===== config.mk =====
export PLATFORM = sky130hd
export DESIGN_NAME = ddr3_burst_writer
export DESIGN_NICKNAME = d
export VERILOG_FILES = /design/src/rtl/ddr3w_pkg.sv /design/src/rtl/ddr3w_pattern_gen.sv /design/src/rtl/ddr3_burst_writer.sv
export SDC_FILE = /design/constraint.sdc
export NUM_CORES = 1
export LEC_CHECK = 0
export ABC_AREA = 1
export BUFFER_PORTS_ARGS = -buffer_cell sky130_fd_sc_hd__buf_4
export CAP_MARGIN = 20
export CORE_MARGIN = 4
export CORE_UTILIZATION = 56
export DETAILED_ROUTE_END_ITERATION = 10
export PLACE_DENSITY = 0.81
export SLEW_MARGIN = 0
export SYNTH_ARGS = -nofsm -noshare
export SYNTH_HDL_FRONTEND = slang
export SYNTH_SLANG_ARGS = --single-unit

===== constraint.sdc =====
create_clock -name clk -period 2.93 [get_ports clk]
set_input_delay 0.586 -clock clk [delete_from_list [all_inputs] [get_ports clk]]
set_output_delay 0.586 -clock clk [all_outputs]
set_load 0.03 [all_outputs]

===== src/rtl/ddr3w_pkg.sv =====
// ddr3w_pkg: shared types and constants for the DDR3 burst writer.
//   ddr3w_state_t   : writer FSM state encoding
//   DDR3W_LFSR_TAPS : Galois LFSR feedback mask, x^64+x^63+x^61+x^60+1
//   DDR3W_*_W       : default widths for the DDRAM port and the gap timer
package ddr3w_pkg;

   localparam int DDR3W_ADDR_W = 29;
   localparam int DDR3W_DATA_W = 64;
   localparam int DDR3W_WAIT_W = 10;

   localparam logic [63:0] DDR3W_LFSR_TAPS = 64'hD800_0000_0000_0000;

   typedef enum logic [1:0] {
      ST_IDLE  = 2'd0,
      ST_GAP   = 2'd1,
      ST_BURST = 2'd2,
      ST_DONE  = 2'd3
   } ddr3w_state_t;

endpackage


===== src/rtl/ddr3w_pattern_gen.sv =====
// ddr3w_pattern_gen: write-data pattern source for the DDR3 burst writer.
// Build option: DDR3W_LFSR_EN selects a 64-bit Galois LFSR. It is seeded from
// seed, and a seed of 0 is forced to 1. Without the option the pattern is an
// incrementing count starting at seed.
//   clk, reset_n : clock, asynchronous active-low reset
//   load         : load the generator from seed; takes priority over advance
//   seed         : pattern seed
//   advance      : step to the next beat's value
//   data         : current beat's value
module ddr3w_pattern_gen
   import ddr3w_pkg::*;
#(
   parameter int DATA_W = DDR3W_DATA_W
) (
   input  logic              clk,
   input  logic              reset_n,
   input  logic              load,
   input  logic [DATA_W-1:0] seed,
   input  logic              advance,
   output logic [DATA_W-1:0] data
);

`ifdef DDR3W_LFSR_EN
   localparam logic [DATA_W-1:0] TAPS = DATA_W'(DDR3W_LFSR_TAPS);
   localparam logic [DATA_W-1:0] ONE  = DATA_W'(1);

   logic [DATA_W-1:0] data_next;
   logic [DATA_W-1:0] seed_fix;

   // Right-shifting Galois form: the bit that drops out of the LSB feeds
   // back through the tap mask.
   assign data_next = (data >> 1) ^ (data[0] ? TAPS : '0);
   // An all-zero LFSR never leaves zero.
   assign seed_fix  = (seed == '0) ? ONE : seed;

   always_ff @(posedge clk or negedge reset_n) begin
      if (!reset_n) begin
         data <= '0;
      end else if (load) begin
         data <= seed_fix;
      end else if (advance) begin
         data <= data_next;
      end
   end
`else
   always_ff @(posedge clk or negedge reset_n) begin
      if (!reset_n) begin
         data <= '0;
      end else if (load) begin
         data <= seed;
      end else if (advance) begin
         data <= data + DATA_W'(1);
      end
   end
`endif

endmodule


===== src/rtl/ddr3_burst_writer.sv =====
// ddr3_burst_writer: Avalon-MM burst write master that fills a DDR3 region
// with a deterministic pattern. It issues fixed-length bursts with idle gaps
// between them and stops gracefully at a burst boundary.
// Build option: DDR3W_LFSR_EN (in ddr3w_pattern_gen) switches the data
// pattern to an LFSR.
//   clk, reset_n   : clk_ddr3 domain clock, asynchronous active-low reset
//   start, stop    : run start (latches cfg_*) and boundary stop request
//   cfg_*          : base address, beats per burst, bursts per run (0 = free
//                    run), gap length, byte enables, pattern seed
//   ddram_*        : Avalon-MM write master (ddram_busy = waitrequest)
//   busy, done     : run in progress / run finished (level)
//   beats_written  : accepted beats in the current run
//
// state    | meaning
// ---------+--------------------------------------------------
// ST_IDLE  | after reset, waiting for start
// ST_GAP   | counting idle cycles before the next burst
// ST_BURST | ddram_we high, transferring beats
// ST_DONE  | run finished, outputs held until the next start
module ddr3_burst_writer
   import ddr3w_pkg::*;
#(
   parameter int ADDR_W = DDR3W_ADDR_W,
   parameter int DATA_W = DDR3W_DATA_W,
   parameter int WAIT_W = DDR3W_WAIT_W
) (
   input  logic              clk,
   input  logic              reset_n,
   input  logic              start,
   input  logic              stop,
   input  logic [ADDR_W-1:0] cfg_base_addr,
   input  logic [7:0]        cfg_burst_len,
   input  logic [15:0]       cfg_num_bursts,
   input  logic [WAIT_W-1:0] cfg_wait,
   input  logic [7:0]        cfg_be,
   input  logic [DATA_W-1:0] cfg_seed,
   input  logic              ddram_busy,
   output logic [7:0]        ddram_burstcnt,
   output logic [ADDR_W-1:0] ddram_addr,
   output logic [DATA_W-1:0] ddram_din,
   output logic [7:0]        ddram_be,
   output logic              ddram_we,
   output logic              busy,
   output logic              done,
   output logic [23:0]       beats_written
);

   ddr3w_state_t      state;
   logic [7:0]        len_q;
   logic [15:0]       num_q;
   logic [WAIT_W-1:0] wait_q;
   logic [WAIT_W-1:0] wait_cnt;
   logic [ADDR_W-1:0] burst_addr;
   logic [7:0]        beat_cnt;
   logic [15:0]       burst_idx;
   logic              stop_pending;

   logic idle_like;
   logic run_start;
   logic accept;
   logic last_beat;
   logic last_burst;

   assign idle_like  = (state == ST_IDLE) || (state == ST_DONE);
   assign run_start  = idle_like && start;
   assign accept     = (state == ST_BURST) && ddram_we && !ddram_busy;
   assign last_beat  = (beat_cnt == len_q - 8'd1);
   assign last_burst = (num_q != 16'd0) && (burst_idx + 16'd1 == num_q);

   assign busy = (state == ST_GAP) || (state == ST_BURST);
   assign done = (state == ST_DONE);

   ddr3w_pattern_gen #(.DATA_W(DATA_W)) u_pattern (
      .clk     (clk),
      .reset_n (reset_n),
      .load    (run_start),
      .seed    (cfg_seed),
      .advance (accept),
      .data    (ddram_din)
   );

   always_ff @(posedge clk or negedge reset_n) begin
      if (!reset_n) begin
         state          <= ST_IDLE;
         len_q          <= 8'd1;
         num_q          <= '0;
         wait_q         <= '0;
         wait_cnt       <= '0;
         burst_addr     <= '0;
         beat_cnt       <= '0;
         burst_idx      <= '0;
         stop_pending   <= 1'b0;
         beats_written  <= '0;
         ddram_we       <= 1'b0;
         ddram_addr     <= '0;
         ddram_burstcnt <= 8'd1;
         ddram_be       <= '0;
      end else begin
         case (state)
            ST_IDLE, ST_DONE: begin
               if (start) begin
                  len_q         <= (cfg_burst_len == 8'd0) ? 8'd1 : cfg_burst_len;
                  num_q         <= cfg_num_bursts;
                  wait_q        <= cfg_wait;
                  wait_cnt      <= cfg_wait;
                  burst_addr    <= cfg_base_addr;
                  ddram_be      <= cfg_be;
                  beats_written <= '0;
                  beat_cnt      <= '0;
                  burst_idx     <= '0;
                  stop_pending  <= 1'b0;
                  state         <= ST_GAP;
               end
            end
            ST_GAP: begin
               // Gap timer counts down from the programmed wait; the burst
               // is issued on terminal count, giving wait idle cycles.
               if (stop || stop_pending) begin
                  state <= ST_DONE;
               end else if (wait_cnt == '0) begin
                  ddram_we       <= 1'b1;
                  ddram_addr     <= burst_addr;
                  ddram_burstcnt <= len_q;
                  beat_cnt       <= '0;
                  state          <= ST_BURST;
               end else begin
                  wait_cnt <= wait_cnt - WAIT_W'(1);
               end
            end
            ST_BURST: begin
               if (stop) begin
                  stop_pending <= 1'b1;
               end
               if (accept) begin
                  beats_written <= beats_written + 24'd1;
                  if (last_beat) begin
                     ddram_we   <= 1'b0;
                     burst_addr <= burst_addr + ADDR_W'(len_q);
                     burst_idx  <= burst_idx + 16'd1;
                     beat_cnt   <= '0;
                     if (last_burst || stop_pending || stop) begin
                        state <= ST_DONE;
                     end else begin
                        wait_cnt <= wait_q;
                        state    <= ST_GAP;
                     end
                  end else begin
                     beat_cnt <= beat_cnt + 8'd1;
                  end
               end
            end
            default: state <= ST_IDLE;
         endcase
      end
   end

endmodule


==> results.json, run 1 <==
{
  "fin_crit_sh_pct": 91.3,
  "h-tree-depth": 1,
  "end_kind": "flop",
  "yosysSeqAreaShare_pct": 41.3,
  "fillers": 2052,
  "syn_nets": 2098,
  "antenna_found_initial": 0,
  "n_antenna_cell": 0,
  "cts_buffers": 26,
  "hp-class": "in -> async",
  "path_class": "reg -> reg",
  "drive_gt1_share_pct": 17.7,
  "hold_viol": 0,
  "ir_worst_vdd_mv": 0.658,
  "io_pins": 276,
  "nets": 2365,
  "ys.flop_type": "dfrtp_1",
  "grt_pass1_vias": 14400,
  "cap_violations": 0,
  "synthToLayoutAreaGrowth_pct": 23.5,
  "synthArstFlopShare_pct": 100,
  "post_cts_buffers": 0,
  "drc_errors": 0,
  "drt-total-wl_um": 46000,
  "dpl.hpwl_um": 33900,
  "synth_area_um2": 14200,
  "synth-edff-count": 0,
  "grt_max_degree": 86,
  "p_leak_uw": 0.00838,
  "clock_path_buffers": 3,
  "setup_viol": 0,
  "fin_skew_ps": 16.1,
  "status": "completed",
  "cts_tree": "built",
  "die_area_um2": 27900,
  "cts_root_buffer": "clkbuf_16",
  "slew_headroom_pct": 44.1,
  "yosys.area.top_type_share_pct": 41.0,
  "globalRouteOverflowTotal": 0,
  "max_freq_ghz": 0.374,
  "core_region_area_um2": 24600,
  "placedCellCount": 2503,
  "cts.sinks": 234,
  "clk_latency_ps": 540,
  "whs_ps": 16.9,
  "initial_core_util_pct": 57.6,
  "first_pass_iters": 6,
  "slew_violations": 0,
  "p_per_area_nw_per_um2": 1050,
  "rows": 57,
  "viasPerCell": 5.71,
  "avgRoutedWirePerCell_um": 18.1,
  "yosys_warnings": 0,
  "netlist_instances": 1940,
  "yosys.area.top_type": "dfrtp_1",
  "synthDistinctLibCells": 57,
  "crit_path_start_kind": "flop",
  "die_w_um": 167,
  "synth.avg_cell_area_um2": 7.31,
  "gp_congestion": 1.00,
  "crit_fanout": 21,
  "io_buffer_count": 275,
  "path_clk_slew_ps": 60,
  "rsz0062_at_grt": "false",
  "ant_nets": 0,
  "critPathArrivalTime_ps": 3060,
  "tightestPinTransition_ps": 831,
  "setup_tns_ps": 0,
  "ys_top_cells_by_area": "dfrtp_1 (41%), nand2_1 (12%), o21ai_0 (6.4%), inv_1 (5.8%), nor2_1 (5.5%)",
  "grt_pass1_wl_um": 74200,
  "fin_cells": 2548,
  "vias": 14600,
  "min_period_ps": 2670,
  "ys_ff_latch": 234,
  "die_h_um": 167,
  "first_iter_violations": 1349,
  "required_ps": 3310,
  "grt_usage_pct": 32.0
}
synthesized netlist by cell type (10+ instances only):
| cell | number |
|---|---|
| ha_1 | 17 |
| buf_1 | 10 |
| o31ai_1 | 11 |
| nor3_1 | 60 |
| clkbuf_1 | 40 |
| nor4_1 | 10 |
| o21ai_0 | 180 |
| xnor2_1 | 15 |
| nor2_1 | 209 |
| buf_2 | 10 |
| o22ai_1 | 19 |
| xor2_1 | 60 |
| nand3_1 | 115 |
| dfrtp_1 | 232 |
| nand4_1 | 45 |
| nor2_2 | 12 |
| o21ai_1 | 15 |
| inv_1 | 220 |
| nand2_1 | 470 |
| a21oi_1 | 70 |
| o211ai_1 | 22 |
cells by family after synthesis:
group                      synth area share (%)
AOI/OAI and AO/OA                          14.3
xor gates and xnor gates                   5.11
adders and majority gates                  1.64
buffers and inverters                      8.06
DFF                                        41.3
muxes                                     0.238
and+or+nand+nor                            29.3
worst paths after layout:
kind	slack, ps	to	depth (start not counted)	start
max	260	burst_addr[21]	13	len_q[0]
min	20	ddram_addr[9]	1	reset_n
max reg2reg	260	burst_addr[21]	13	len_q[0]
min reg2reg	470	beats_written[23]	1	beats_written[23]
max in group asynchronous	2110	ddram_burstcnt[0]	2	reset_n
min in group clk	240	ddram_be[0]	3	cfg_be[0]
flip-flops by register name, summed over array words and instances (netlist names), 10 cells and up:
signal / cells
ddram_addr: 29
wait_cnt: 10
wait_q: 10
burst_idx: 16
u_pattern.data: 64
beats_written: 24
num_q: 16
burst_addr: 29
per-stage QoR:
| stage | setup WS, ps | area, µm² | utilization (%) | total power [µW] |
|---|---|---|---|---|
| floorplan | 516 | 14200 | - | 11700 |
| global route | 66.0 | 17500 | 71.1 | 19700 |
| finish | 256 | 17500 | 71.1 | 18400 |
| CTS | 284 | 17500 | 71.1 | 18300 |
| detailed placement | 332 | 16700 | 67.7 | 15000 |
| global placement | 429 | 16700 | 67.7 | 14700 |
cell type report:
| type | instances | area [µm²] | area share [%] |
|---|---|---|---|
| repair buffers | 304 | 2350 | 13.4 |
| clock buffers | 35 | 734 | 4.20 |
| clock inverters | 10 | 114 | 0.651 |
| well taps | 324 | 405 | 2.32 |
| inverters | 228 | 857 | 4.90 |
| flip-flops and latches | 234 | 5860 | 33.5 |
| multi-input cells | 1413 | 7180 | 41.0 |
layout by cell type, fill, tap and decap left out, types with 4 or more instances in the layout:
cell	count
nor2_1	209
a22oi_1	8
nor3_1	60
a21oi_1	70
nand4_1	45
nand2_1	470
o21ai_0	179
nand3_1	115
xor2_1	60
nor2_2	12
dfrtp_1	232
o211ai_1	22
ha_1	16
nor3b_1	6
clkbuf_1	4
clkbuf_8	5
inv_1	219
o21ai_1	16
clkinv_2	7
buf_12	5
nand2_2	4
xnor2_1	15
a211oi_1	8
o31ai_1	11
or2_2	4
a31oi_1	6
buf_4	298
o22ai_1	19
nand2_4	4
nor4_1	10
clkbuf_16	26
inv_2	6
timing repair:
action,in CTS,in global routing
hold buffers,0,0
resized for setup,0,1
endpoints found under the setup margin,0,1
hold endpoints to repair,0,0
per-layer routing:
layer,track usage (%),vias up,share of wire [%]
met3,6.41,88,8.8
met2,52.3,711,47
met5,0,-,0
met4,9.96,0,3.0
li1,-,6935,-
met1,43.4,6825,41
where the power goes:
| part | leakage (µW) | total (µW) | switching (µW) | internal, µW |
|---|---|---|---|---|
| registers | 0.00301 | 5830 | 1360 | 4480 |
| logic | 0.00495 | 9270 | 6080 | 3190 |
| clock network | 0.000420 | 3270 | 1350 | 1930 |
| total | 0.00838 | 18400 | 8790 | 9590 |
worst max-delay path: stages, from the launching register on:
cell       delay [ps]
dfstp_2           570
inv_2              60
ha_1              230
xor2_1            180
or2_2             300
o2111ai_1         110
nor2_1             60
nand2_1           110
nand2_4           100
nand2_4           210
buf_4             290
nor2_1             70
o21ai_0            70
o21ai_0           150
(Power assumes the default switching activity.)
==> run 2: changes to the inputs <==
--- a/config.mk
+++ b/config.mk
@@ -15,4 +15,5 @@
 export SLEW_MARGIN = 0
 export SYNTH_ARGS = -nofsm -noshare
 export SYNTH_HDL_FRONTEND = slang
+export SYNTH_HIERARCHICAL = 1
 export SYNTH_SLANG_ARGS = --single-unit
==> run 2 against run 1 <==
Wire length decreased by 7.8%. Register-to-register slack about the same. Via count decreased by 4.1%.
==> results.json, run 2 <==
{
  "status": "completed",
  "p_per_area_nw_per_um2": 1030,
  "initial_core_util_pct": 57.3,
  "hp-class": "in -> async",
  "setup_viol": 0,
  "synthArstFlopShare_pct": 100,
  "swShare_pct": 47.0,
  "whs_ps": 12.8,
  "yosys_warnings": 6,
  "vias": 14000,
  "avgRoutedWirePerCell_um": 16.9,
  "ir_worst_vdd_mv": 0.754,
  "ant_nets": 0,
  "yosys.area.top_type_share_pct": 41.4,
  "synth-edff-count": 0,
  "fillers": 2012,
  "cp.buffers_inverters": 1,
  "gp_congestion": 0.978,
  "seqPwrFrac_pct": 33.3,
  "rr_endpoint": "burst_addr[22]",
  "cts_root_buffer": "clkbuf_16",
  "synth_area_um2": 14000,
  "crit_fanout": 4,
  "synth_most_common_cell": "nand2_1",
  "io_pins": 276,
  "cpLargestDelayFamily": "simple AND/OR/NAND/NOR gates",
  "yosysSeqAreaShare_pct": 41.8,
  "cpMaxStageDelayCell": "dfstp_2",
  "pwr-share-clk_pct": 17.6,
  "grt_usage_pct": 30.1,
  "n_antenna_cell": 0,
  "syn_nets": 2057,
  "path_common_cell": "nand2_1",
  "max_freq_ghz": 0.375,
  "grt_pass1_wl_um": 69700,
  "drive_gt1_share_pct": 19.5,
  "layout_common_cells": "nand2_1 (538), buf_4 (295), nor2_1 (235), dfrtp_1 (232), inv_1 (159)",
  "synthDistinctLibCells": 54,
  "ctsResizeCount": 0,
  "drt-total-wl_um": 42400,
  "fin_crit_sh_pct": 90.9,
  "top_regs": "u_pattern/data x64, burst_addr x29, ddram_addr x29",
  "antenna_found_initial": 1,
  "first_pass_iters": 6,
  "r2r_start": "len_q[0]",
  "slew_headroom_pct": 54.2,
  "post_cts_buffers": 0,
  "cts_hold_repair.buffers": 0,
  "drc_errors": 0,
  "grt_max_degree": 82,
  "cts.sinks": 234,
  "top_register": "u_pattern/data",
  "ys_ff_latch": 234,
  "required_ps": 3360,
  "path_clk_slew_ps": 60,
  "yosys.area.top_type": "dfrtp_1",
  "dpl.hpwl_um": 32000,
  "synth.avg_cell_area_um2": 7.38,
  "ys_top_cells_by_area": "dfrtp_1 (41%), nand2_1 (14%), nor2_1 (6.3%), o21ai_0 (4.8%), nand3_1 (4.5%)",
  "viasPerCell": 5.57,
  "die_h_um": 166,
  "largest_reg_flops": 64,
  "critPathCapture": "burst_addr[22]",
  "crit_start": "len_q[0]",
  "path_cells": "ha_1 > inv_1 > fa_1 > nand3b_1 > nand2_1 > a21boi_0 > o21ai_1 > nand2_1 > nor2_2 > nand2_1 > xor2_1 > o21ai_0 > nand2_1",
  "die_area_um2": 27600,
  "path_depth": 13,
  "tightestPinTransition_ps": 687,
  "final-seq-area_um2": 5860,
  "hold_viol": 0,
  "crit_path_start_kind": "flop",
  "cts_buffers": 26,
  "min_period_ps": 2660,
  "nets": 2324,
  "netlist_instances": 1899,
  "cap_violations": 0,
  "cts_tree": "built",
  "slew_violations": 0,
  "p_int_uw": 9480,
  "netlist_top_cells_count": "nand2_1 (540), nor2_1 (237), dfrtp_1 (232), inv_1 (160), o21ai_0 (135)",
  "ys.flop_type": "dfrtp_1",
  "p_leak_uw": 0.00829,
  "setup_tns_ps": 0,
  "globalRouteOverflowTotal": 0,
  "reg2reg_depth": 13,
  "critPathArrivalTime_ps": 3090,
  "path_class": "reg -> reg",
  "p_comb_share_pct": 49.1,
  "end_kind": "flop",
  "max_stage_delay_ps": 540,
  "rows": 57,
  "synthToLayoutAreaGrowth_pct": 23.7,
  "io_buffer_count": 275,
  "fin_skew_ps": 13.8,
  "core_region_area_um2": 24500,
  "multi_input_area_um2": 7260,
  "h-tree-depth": 1,
  "grt_pass1_vias": 13600,
  "die_w_um": 166,
  "switchingPower_uw": 8410,
  "first_iter_violations": 1356,
  "clock_path_buffers": 3,
  "final_common_cell": "nand2_1",
  "rrSetupSlack_ps": 270,
  "rsz0062_at_grt": "false",
  "clk_latency_ps": 540
}
[run 2: cell count changes after synthesis, moves of 37 or more]
cell and change:
a22oi_1 +53, o21ai_0 -45, nor3_1 -37, inv_1 -60, nand2_1 +70
[run 2: metrics by stage]
| step | utilization (%) | worst slack [ps] | std cells | cell area (µm²) | total power, µW |
|---|---|---|---|---|---|
| finish | 70.8 | 266 | 2509 | 17300 | 17900 |
| floorplan | - | 359 | 1899 | 14000 | 11600 |
| CTS | 70.8 | 149 | 2509 | 17300 | 17900 |
| global route | 70.8 | 5.24 | 2509 | 17300 | 19200 |
| detailed placement | 67.4 | 173 | 2462 | 16500 | 14700 |
| global placement | 67.4 | 206 | 2462 | 16500 | 14500 |
[run 2: kinds of logic after synthesis]
group                    after synthesis  share of synthesized area, %
AND/OR/NAND/NOR                     1022                          31.4
XOR/XNOR                              75                          4.88
buffers and inverters                234                          6.49
AO/OA/AOI/OAI                        307                          13.1
multiplexers                           9                         0.723
adder cells (fa/ha/maj)               18                          1.66
flip-flops                           234                          41.8
[run 2: metal layers]
| metal | vias to the layer above | global-route usage (%) | share of wire, % |
|---|---|---|---|
| met5 | - | 0 | 0.021 |
| li1 | 6735 | - | - |
| met4 | 2 | 9.36 | 3.2 |
| met2 | 525 | 49.7 | 47 |
| met3 | 94 | 4.88 | 7.1 |
| met1 | 6610 | 41.1 | 42 |
[run 2: worst min-delay path by stage]
stage	end	slack (ps)	depth (start not counted)
2_1_floorplan	beat_cnt[0]	290	0
3_3_place_gp	wait_cnt[1]	450	2
3_5_place_dp	wait_cnt[1]	460	2
4_1_cts	beats_written[20]	50	1
5_1_grt	beats_written[18]	80	1
6_report	beats_written[18]	10	1
[run 2: power by group through the flow]
stage / combinational, µW / sequential, µW / clock [µW]
global route: 9720 / 6140 / 3330
finish: 8790 / 5950 / 3150
floorplan: 4660 / 6890 / 0
detailed placement: 8730 / 5960 / 0
global placement: 8540 / 5920 / 0
CTS: 8780 / 5920 / 3190
[run 2: worst reg2reg max path, stage by stage (launching register included)]
cell	delay (ps)
dfstp_2	540
ha_1	170
inv_1	50
fa_1	380
nand3b_1	180
nand2_1	100
a21boi_0	140
o21ai_1	200
nand2_1	160
nor2_2	180
nand2_1	80
xor2_1	140
o21ai_0	170
nand2_1	70
[run 2: cell type report]
cell class | count | share of cell area [%]
Timing Repair Buffer | 301 | 13.4
Multi-Input combinational cell | 1431 | 41.9
Sequential cell | 234 | 33.8
Inverter | 172 | 3.73
Clock buffer | 37 | 4.34
Clock inverter | 10 | 0.426
Tap cell | 324 | 2.34
